$ cat config.mk
export PLATFORM = sky130hd
export DESIGN_NAME = bcd_contador_flat
export DESIGN_NICKNAME = d
export VERILOG_FILES = /design/src/rtl/bcd_contador_if.sv /design/src/rtl/bcd_contador.sv /design/src/flat_wrapper.sv
export SDC_FILE = /design/constraint.sdc
export NUM_CORES = 1
export LEC_CHECK = 0
export CAP_MARGIN = 20
export CORE_UTILIZATION = 52
export CTS_CLUSTER_DIAMETER = 40
export DETAILED_ROUTE_END_ITERATION = 8
export PLACE_DENSITY = 0.84
export SLEW_MARGIN = 40
export SYNTH_ARGS = -nofsm -noshare
export SYNTH_HDL_FRONTEND = slang
export SYNTH_SLANG_ARGS = --single-unit
$ cat constraint.sdc
create_clock -name clk -period 3.25 [get_ports clk]
set_input_delay 0.8125 -clock clk [delete_from_list [all_inputs] [get_ports clk]]
set_output_delay 0.8125 -clock clk [all_outputs]
set_load 0.005 [all_outputs]
$ cat src/rtl/bcd_contador_if.sv
// Shared BCD digit type and the bus bundle between the button/tick side
// and the counter. The counter takes the slave side; the stimulus or parent
// block takes the master side.
package bcd_pkg;
  typedef struct packed {
    logic [3:0] digito;
    logic       dp;
  } BCDnumber_t;
endpackage

interface bcd_contador_if #(
  parameter int NRO_DIGITOS = 4
);
  import bcd_pkg::*;

  logic                         tick;
  logic                         btn_up;
  logic                         btn_down;
  logic                         clear;
  BCDnumber_t [NRO_DIGITOS-1:0] num;
  logic                         wrap;

  modport master (output tick, btn_up, btn_down, clear, input num, wrap);
  modport slave  (input tick, btn_up, btn_down, clear, output num, wrap);
endinterface

$ cat src/rtl/bcd_contador.sv
// Up/down BCD counter with push-button auto-repeat paced by the shared tick
// strobe, a synchronous clear and a one-cycle roll-over strobe.
module bcd_contador
  import bcd_pkg::*;
#(
  parameter int NRO_DIGITOS  = 4,
  parameter int REPEAT_DELAY = 500,
  parameter int REPEAT_RATE  = 100,
  parameter int DP_POS       = NRO_DIGITOS
) (
  input logic           clk,
  input logic           rst,
  bcd_contador_if.slave bus
);

  localparam int CNT_MAX = (REPEAT_DELAY > REPEAT_RATE) ? REPEAT_DELAY : REPEAT_RATE;
  localparam int CW      = $clog2(CNT_MAX + 1);

  typedef logic [CW-1:0] cnt_t;
  localparam cnt_t DELAY_C = cnt_t'(REPEAT_DELAY);
  localparam cnt_t RATE_C  = cnt_t'(REPEAT_RATE);
  localparam cnt_t SAT_C   = cnt_t'(CNT_MAX);

  typedef enum logic [1:0] {IDLE, WAIT, REPEAT, LOCK} state_t;

  state_t                     state_q, state_d;
  cnt_t                       cnt_q, cnt_d;
  logic                       dir_q, dir_d;   // 1 = counting up
  logic                       up_q, up_d;
  logic                       dn_q, dn_d;
  logic [NRO_DIGITOS-1:0][3:0] digits_q, digits_d;
  logic                       wrap_q, wrap_d;

  logic [NRO_DIGITOS-1:0][3:0] inc_digits, dec_digits;
  logic                       carry_up, borrow_dn;

  // Ripple increment and decrement candidates of the held value.
  always_comb begin
    carry_up  = 1'b1;
    borrow_dn = 1'b1;
    for (int i = 0; i < NRO_DIGITOS; i++) begin
      if (!carry_up) begin
        inc_digits[i] = digits_q[i];
      end else if (digits_q[i] == 4'd9) begin
        inc_digits[i] = 4'd0;
      end else begin
        inc_digits[i] = digits_q[i] + 4'd1;
        carry_up      = 1'b0;
      end

      if (!borrow_dn) begin
        dec_digits[i] = digits_q[i];
      end else if (digits_q[i] == 4'd0) begin
        dec_digits[i] = 4'd9;
      end else begin
        dec_digits[i] = digits_q[i] - 4'd1;
        borrow_dn     = 1'b0;
      end
    end
  end

  // Button FSM, repeat timing, value update and clear override.
  always_comb begin
    logic do_step, step_up, rise_up, rise_dn, act_btn, opp_btn;
    cnt_t cnt_inc;

    // NOTE: every output gets a default first so no path infers a latch.
    state_d  = state_q;
    cnt_d    = cnt_q;
    dir_d    = dir_q;
    up_d     = bus.btn_up;
    dn_d     = bus.btn_down;
    digits_d = digits_q;
    wrap_d   = 1'b0;
    do_step  = 1'b0;
    step_up  = dir_q;

    rise_up = bus.btn_up & ~up_q;
    rise_dn = bus.btn_down & ~dn_q;
    act_btn = dir_q ? bus.btn_up : bus.btn_down;
    opp_btn = dir_q ? bus.btn_down : bus.btn_up;
    cnt_inc = (cnt_q == SAT_C) ? cnt_q : cnt_q + cnt_t'(1);

    unique case (state_q)
      IDLE: begin
        if (bus.btn_up && bus.btn_down) begin
          state_d = LOCK;
        end else if (rise_up && !bus.btn_down) begin
          do_step = 1'b1;
          step_up = 1'b1;
          dir_d   = 1'b1;
          cnt_d   = '0;
          state_d = WAIT;
        end else if (rise_dn && !bus.btn_up) begin
          do_step = 1'b1;
          step_up = 1'b0;
          dir_d   = 1'b0;
          cnt_d   = '0;
          state_d = WAIT;
        end
      end
      WAIT, REPEAT: begin
        // A pressed opposite button wins over a coinciding tick.
        if (opp_btn) begin
          state_d = LOCK;
        end else if (!act_btn) begin
          state_d = IDLE;
        end else if (bus.tick) begin
          if (cnt_inc >= ((state_q == WAIT) ? DELAY_C : RATE_C)) begin
            do_step = 1'b1;
            cnt_d   = '0;
            state_d = REPEAT;
          end else begin
            cnt_d = cnt_inc;
          end
        end
      end
      LOCK: begin
        if (!bus.btn_up && !bus.btn_down) state_d = IDLE;
      end
      default: state_d = IDLE;
    endcase

    if (do_step) begin
      digits_d = step_up ? inc_digits : dec_digits;
      wrap_d   = step_up ? carry_up : borrow_dn;
    end

    if (bus.clear) begin
      digits_d = '0;
      wrap_d   = 1'b0;
      cnt_d    = '0;
      state_d  = (bus.btn_up || bus.btn_down) ? LOCK : IDLE;
    end
  end

  // State registers with synchronous reset.
  always_ff @(posedge clk) begin
    // NOTE: sequential state uses non-blocking assignments only.
    if (rst) begin
      state_q  <= IDLE;
      cnt_q    <= '0;
      dir_q    <= 1'b0;
      up_q     <= 1'b0;
      dn_q     <= 1'b0;
      digits_q <= '0;
      wrap_q   <= 1'b0;
    end else begin
      state_q  <= state_d;
      cnt_q    <= cnt_d;
      dir_q    <= dir_d;
      up_q     <= up_d;
      dn_q     <= dn_d;
      digits_q <= digits_d;
      wrap_q   <= wrap_d;
    end
  end

  // Output packing; dp bits are fixed by DP_POS.
  always_comb begin
    for (int i = 0; i < NRO_DIGITOS; i++) begin
      bus.num[i].digito = digits_q[i];
      bus.num[i].dp     = (i == DP_POS);
    end
    bus.wrap = wrap_q;
  end

endmodule

$ cat src/flat_wrapper.sv
// flat-port wrapper written by rule: the top's interface ports become plain ports
module bcd_contador_flat import bcd_pkg::*;
#(
  parameter int NRO_DIGITOS  = 4,
  parameter int REPEAT_DELAY = 500,
  parameter int REPEAT_RATE  = 100,
  parameter int DP_POS       = NRO_DIGITOS
)
  (clk, rst, bus_tick, bus_btn_up, bus_btn_down, bus_clear, bus_num, bus_wrap);
  bcd_contador_if #(.NRO_DIGITOS(NRO_DIGITOS)) bus_i ();
  input logic clk;
  input logic rst;
  input wire logic [$bits(bus_i.tick)-1:0] bus_tick;
  input wire logic [$bits(bus_i.btn_up)-1:0] bus_btn_up;
  input wire logic [$bits(bus_i.btn_down)-1:0] bus_btn_down;
  input wire logic [$bits(bus_i.clear)-1:0] bus_clear;
  output wire logic [$bits(bus_i.num)-1:0] bus_num;
  output wire logic [$bits(bus_i.wrap)-1:0] bus_wrap;
  assign bus_i.tick = bus_tick;
  assign bus_i.btn_up = bus_btn_up;
  assign bus_i.btn_down = bus_btn_down;
  assign bus_i.clear = bus_clear;
  assign bus_num = bus_i.num;
  assign bus_wrap = bus_i.wrap;
  bcd_contador #(.NRO_DIGITOS(NRO_DIGITOS), .REPEAT_DELAY(REPEAT_DELAY), .REPEAT_RATE(REPEAT_RATE), .DP_POS(DP_POS)) u_core (.clk(clk), .rst(rst), .bus(bus_i));
endmodule
==> results.cfg, run 1 <==
[status]
status = finished, violations left
violations = DRC

[synthesis]
yosys_warnings = 0
yosys-top-cells-area = dfxtp_1 25%, ha_1 4.5%, nor2_1 4.5%
synth_top_family_by_area = simple AND/OR/NAND/NOR gates
synth_most_common_cell = dfxtp_1
synth_edf_count = 0
ys_seq_elements = 31
ys_types = 62
synthMuxAreaShare_pct = 4.16
synth_seq_area_share_pct = 24.9
netlist.area_leader.share_pct = 24.9
synth_top_flop_cell = dfxtp_1
synth_fa_ha_area_share_pct = 4.51
syn_area_um2 = 2500
yosysTopAreaCell = dfxtp_1
synth_area_per_cell_um2 = 7.47
netlist_instances = 334
synthTopCellsByCount = 31 x dfxtp_1, 30 x nor2_1, 25 x nand2_1
synth-compound-area-share_pct = 27.2
synthSimpleGateAreaFrac_pct = 29.7
synthXorXnorAreaFrac_pct = 2.81
async_flop_share_pct = 0

[setup_path]
end_kind = register
worstSetupPathType = in -> reg
cp-start-kind = primary input
crit_slowest_cell = clkdlybuf4s50_1
crit_fanout = 9
path_buf_inv = 3
cp.arrival_ps = 3360
crit_chain = clkdlybuf4s50_1 > or3b_1 > a21o_1 > or3b_4 > buf_4 > o311a_4 > buf_4 > or3_1 > a21oi_1
cpMostUsedCell = buf_4
critical_path_required_ps = 3470
cp_top_family = simple AND/OR/NAND/NOR gates
cp_slowest_stage_delay_ps = 470

[floorplan]
start_util_pct = 55.8
dieArea_um2 = 5080
rows = 24
coreArea_um2 = 4470
io_pins = 27
die_w_um = 71.3
dieHeight_um = 71.3

[grt]
grt_max_degree = 25
grt_first_pass_wirelength_mm = 10.7
antenna_found_initial = 0
grt-ovfl-total = 0
grt_usage_pct = 26.2
grt_pass1_vias = 2445

[power]
power_density_nw_per_um2 = 401
power.switching_mw = 0.384
p_total_mw = 1.20
pwr-share-seq_pct = 35.0
combPwrFrac_pct = 31.8
p_leak_nw = 1.13
p_int_mw = 0.817
p_sw_share_pct = 32.0
ir_drop_v = 0.000247
p_clk_share_pct = 33.2

[cts]
clock_latency_ps = 290
cts-htree-levels = 2
path_clk_slew_ps = 70
clock_path_buffers = 2
clkSinkCount = 31
cts_root_buf = clkbuf_8
cts_tree = done
numCtsBuffers = 5

[placement]
placed_area_um2 = 2840
numPortBuffers = 22
place_worst_setup_slack_ps = -319
place.gp.congestion = 0.893
dp_hpwl_mm = 4.49

[sta]
finalSetupViolCount = 0
finalCritPeriodShare_pct = 96.7
setup_ws_ps = 109
hold_violations = 0
rsz0062_at_grt = false
worstMarginPinSlew_ps = 590
slew_headroom_pct = 60.3
skew_ps = 3.95
drv_slew = 0
max_freq_mhz = 318
finalCriticalPeriod_ps = 3140

[drt]
wire_per_inst_um = 16.0
vias = 2727
vias_per_cell = 6.59
drtIter0Drc = 182
wl_mm = 6.63
route.detailed.drc = 3
first_pass_iters = 7
ant_nets = 0

[cells_and_area]
drive_gt1_share_pct = 13.3
synthToLayoutAreaGrowth_pct = 19.9
antenna_cells = 0
num-fill-cells = 362
nNetsFinal = 376
final_util_pct = 66.9
post-route-cell-area_um2 = 2990

[job]
drv_cap = 0

[worst_hold_path]
min_path_type = reg -> reg
## cells in the final DEF (no fill, tap or decap), types with 5 or more instances in the layout
master            n
nor3b_1           6
xnor2_1           7
nand2_1          25
inv_1            10
dfxtp_1          31
clkdlybuf4s50_1  22
nand2b_1          6
nor2b_1           7
buf_4            22
mux2i_1           7
nor2_1           30
clkbuf_8          6
or2_2             5
o31ai_1           5
nor3_1           11
o21ai_0          21
a21oi_1          19
ha_1              8
nand3_1          18
nand4_1           6
## worst reg2reg max path: cells and delay by family (launching register included)
kind	cells	cell delay, ps
AOI/OAI and AO/OA	5	1070
xor gates and xnor gates	1	270
adders and majority gates	2	600
buffers and inverters	1	240
DFF	1	410
and+or+nand+nor	3	420
## through the flow
stage	hold slack (ps)	std cells	TNS, ps
floorplan	463	337	0
CTS	529	413	0
global placement	477	405	-1600
finish	543	414	0
detailed placement	519	405	-2760
global route	584	414	0
## path summary, 6_finish.rpt
| path | start | to | slack [ps] | cells after the start |
|---|---|---|---|---|
| setup / recovery | bus_btn_down | u_core.bus.num[16] | 110 | 9 |
| hold / removal | u_core.cnt_q[7] | u_core.cnt_q[7] | 540 | 2 |
| setup reg to reg | u_core.cnt_q[0] | u_core.cnt_q[0] | 160 | 12 |
| hold reg to reg | u_core.cnt_q[7] | u_core.cnt_q[7] | 540 | 2 |
## power by group through the flow
stage / clock network (mW) / registers, mW / logic (mW)
floorplan: 0 / 0.415 / 0.262
global placement: 0 / 0.426 / 0.352
detailed placement: 0 / 0.428 / 0.366
CTS: 0.405 / 0.419 / 0.370
global route: 0.419 / 0.423 / 0.415
finish: 0.399 / 0.420 / 0.382
## layout make-up
| cell class | instances | area, µm² | area share, % |
|---|---|---|---|
| clock buffers | 6 | 82.6 | 2.76 |
| clock inverters | 2 | 35.0 | 1.17 |
| inverters | 10 | 37.5 | 1.25 |
| multi-input cells | 268 | 1750 | 58.4 |
| flip-flops and latches | 31 | 621 | 20.7 |
| well taps | 52 | 65.1 | 2.17 |
| repair buffers | 45 | 405 | 13.5 |
## registers in the layout (all words and copies together) (netlist names)
signal,count
u_core.bus.num,16
u_core.cnt_q,9
u_core.state_q,2
u_core.bus.wrap,1
u_core.dir_q,1
u_core.dn_q,1
u_core.up_q,1
## metal layers
layer | up-vias | global-route usage (%) | wire length (µm)
met3 | 26 | 6.05 | 479
met2 | 125 | 41.3 | 3020
met4 | 0 | 14.7 | 201
li1 | 1288 | - | -
met5 | - | 0 | 0
met1 | 1288 | 33.0 | 2930
## cells by family after synthesis
group | count (synthesis)
AO/OA/AOI/OAI | 97
XOR/XNOR | 8
adder cells (fa/ha/maj) | 9
buffers and inverters | 38
flip-flops | 31
multiplexers | 10
other | 1
AND/OR/NAND/NOR | 140
## timing repair
action,4_1_cts,5_1_grt
pin swaps,0,1
hold buffers,0,0
setup endpoints to repair,2,11
setup buffers,0,1
gates resized for setup,1,4
(Power assumes the default switching activity.)
==> run 2, diff against run 1 <==
--- a/config.mk
+++ b/config.mk
@@ -8,2 +8,3 @@
 export CAP_MARGIN = 20
+export CORE_ASPECT_RATIO = 0.8
 export CORE_UTILIZATION = 52
--- a/constraint.sdc
+++ b/constraint.sdc
@@ -3,2 +3,2 @@
 set_output_delay 0.8125 -clock clk [all_outputs]
-set_load 0.005 [all_outputs]
+set_load 0.01 [all_outputs]
==> run 2 against run 1 <==
Effect of this change:
- the flow now finishes without violations
- global-route usage rose by 1.1 points
- wire length down 1.3%
- via count decreased by 4.3%
- register-to-register slack about the same
- design area grew 1.7%
- flip-flop and latch count unchanged
- sequential share of layout area is 0.22 points lower
- combinational power increased by 2%
- critical path depth fell by 1
- core utilization fell by 0.70 points
- highest routed layer unchanged
==> results.cfg, run 2 (synthesis results as in run 1) <==
[status]
status = completed

[sta]
setup_ws_ps = 86.1
hold_violations = 0
max_freq_mhz = 316
slew_headroom_pct = 57.7
worstMarginPinSlew_ps = 628
finalCriticalPeriod_ps = 3160
drv_slew = 0
skew_ps = 2.65
finalSetupViolCount = 0
finalCritPeriodShare_pct = 97.3

[grt]
grt_pass1_vias = 2398
met1_usage_pct = 35.6
grt_first_pass_wirelength_mm = 10.9
gr-max-usage-layer = met2
met3_usage_pct = 4.71
grtUsageMet2_pct = 43.9
grt_usage_pct = 27.3
grt_max_degree = 25
antenna_found_initial = 0
grt-ovfl-total = 0

[floorplan]
dieArea_um2 = 5080
die_w_um = 79.5
coreArea_um2 = 4600
io_pins = 27
rows = 22
start_util_pct = 54.3
dieHeight_um = 64.0

[power]
p_leak_nw = 1.15
power_density_nw_per_um2 = 399
ir_drop_v = 0.000210

[placement]
dp_cells = 417
numPortBuffers = 22
place_worst_setup_slack_ps = -347
place.gp.congestion = 0.833
placed_area_um2 = 2870
dp_hpwl_mm = 4.44

[setup_path]
worstSetupPathType = in -> reg
cp-start-kind = primary input
crit_fanout = 3
critical_path_required_ps = 3470
cp.arrival_ps = 3380
end_kind = register

[cts]
hold_buffers = 0
numCtsBuffers = 5
cts-htree-levels = 2
clock_path_buffers = 2
clkSinkCount = 31
path_clk_slew_ps = 70
cts_tree = done
clock_latency_ps = 290
cts_root_buf = clkbuf_8

[job]
drv_cap = 0

[cells_and_area]
final_cell_mix = 30 x nor2_1, 28 x dfxtp_1, 27 x buf_4
layout_commonest_cell = nor2_1
synthToLayoutAreaGrowth_pct = 21.9
multi_input_area_um2 = 1750
final_cells = 427
regArea_um2 = 624
antenna_cells = 0
nNetsFinal = 381
post-route-cell-area_um2 = 3040
largest_reg_flops = 16
drive_gt1_share_pct = 15.3
num-fill-cells = 398

[drt]
wire_per_inst_um = 15.3
first_pass_iters = 5
drtIter0Drc = 202
route.detailed.drc = 0
vias_per_cell = 6.11
vias = 2610
wl_mm = 6.54
ant_nets = 0

[worst_hold_path]
min_path_type = reg -> reg
## run 2: cell types whose count changed in the layout (fill, tap and decap cells not counted)
cell      change
a311oi_1      +1
o31ai_1       -1
dfxtp_2       +3
dfxtp_1       -3
a311oi_2      -1
buf_4         +5
o31ai_2       +1
## run 2: metrics by stage
step / hold slack (ps) / utilization, % / total power, mW / TNS [ps]
after floorplan: 463 / - / 0.681 / 0
after global placement: 493 / 62.4 / 0.783 / -2960
after detailed placement: 497 / 62.4 / 0.796 / -3830
after CTS: 512 / 65.2 / 1.20 / 0
after global routing: 554 / 66.2 / 1.27 / -11.5
final: 511 / 66.2 / 1.21 / 0
## run 2: area by class of cell
class                   count  area share, %
clock buffers               6           2.71
clock inverters             2           1.15
inverters                  10           1.23
multi-input cells         268           57.4
flip-flops and latches     31           20.5
well taps                  60           2.47
repair buffers             50           14.6
## run 2: worst paths after layout
path,startpoint,to,slack (ps),cells past startpoint
max,bus_btn_down,u_core.bus.num[12],90,8
min,u_core.cnt_q[7],u_core.cnt_q[7],510,2
max reg2reg,u_core.cnt_q[1],u_core.bus.num[12],150,12
min reg2reg,u_core.cnt_q[7],u_core.cnt_q[7],510,2
## run 2: critical path, cell delays in order
cell,delay [ps]
clkdlybuf4s50_1,470
or3b_1,370
a21o_1,210
or3b_4,390
buf_4,150
o311a_4,310
or4_1,510
a21oi_1,150
## run 2: timing repair
action / 4_1_cts / 5_1_grt
pin swaps: 0 / 2
setup buffers: 0 / 2
hold endpoints to repair: 0 / 0
resized for setup: 1 / 7
setup endpoints to repair: 7 / 27
## run 2: report_power, final
group | switching [mW] | total [mW] | leakage [nW] | internal [mW]
clock network | 0.156 | 0.404 | 0.0612 | 0.248
logic | 0.210 | 0.389 | 0.836 | 0.179
registers | 0.0268 | 0.420 | 0.253 | 0.393
## run 2: metal layers
metal  up-vias  wire length, µm
met1      1221             3130
li1       1298                -
met2        77             2970
met4         0              143
met3        14              292
met5         -                0
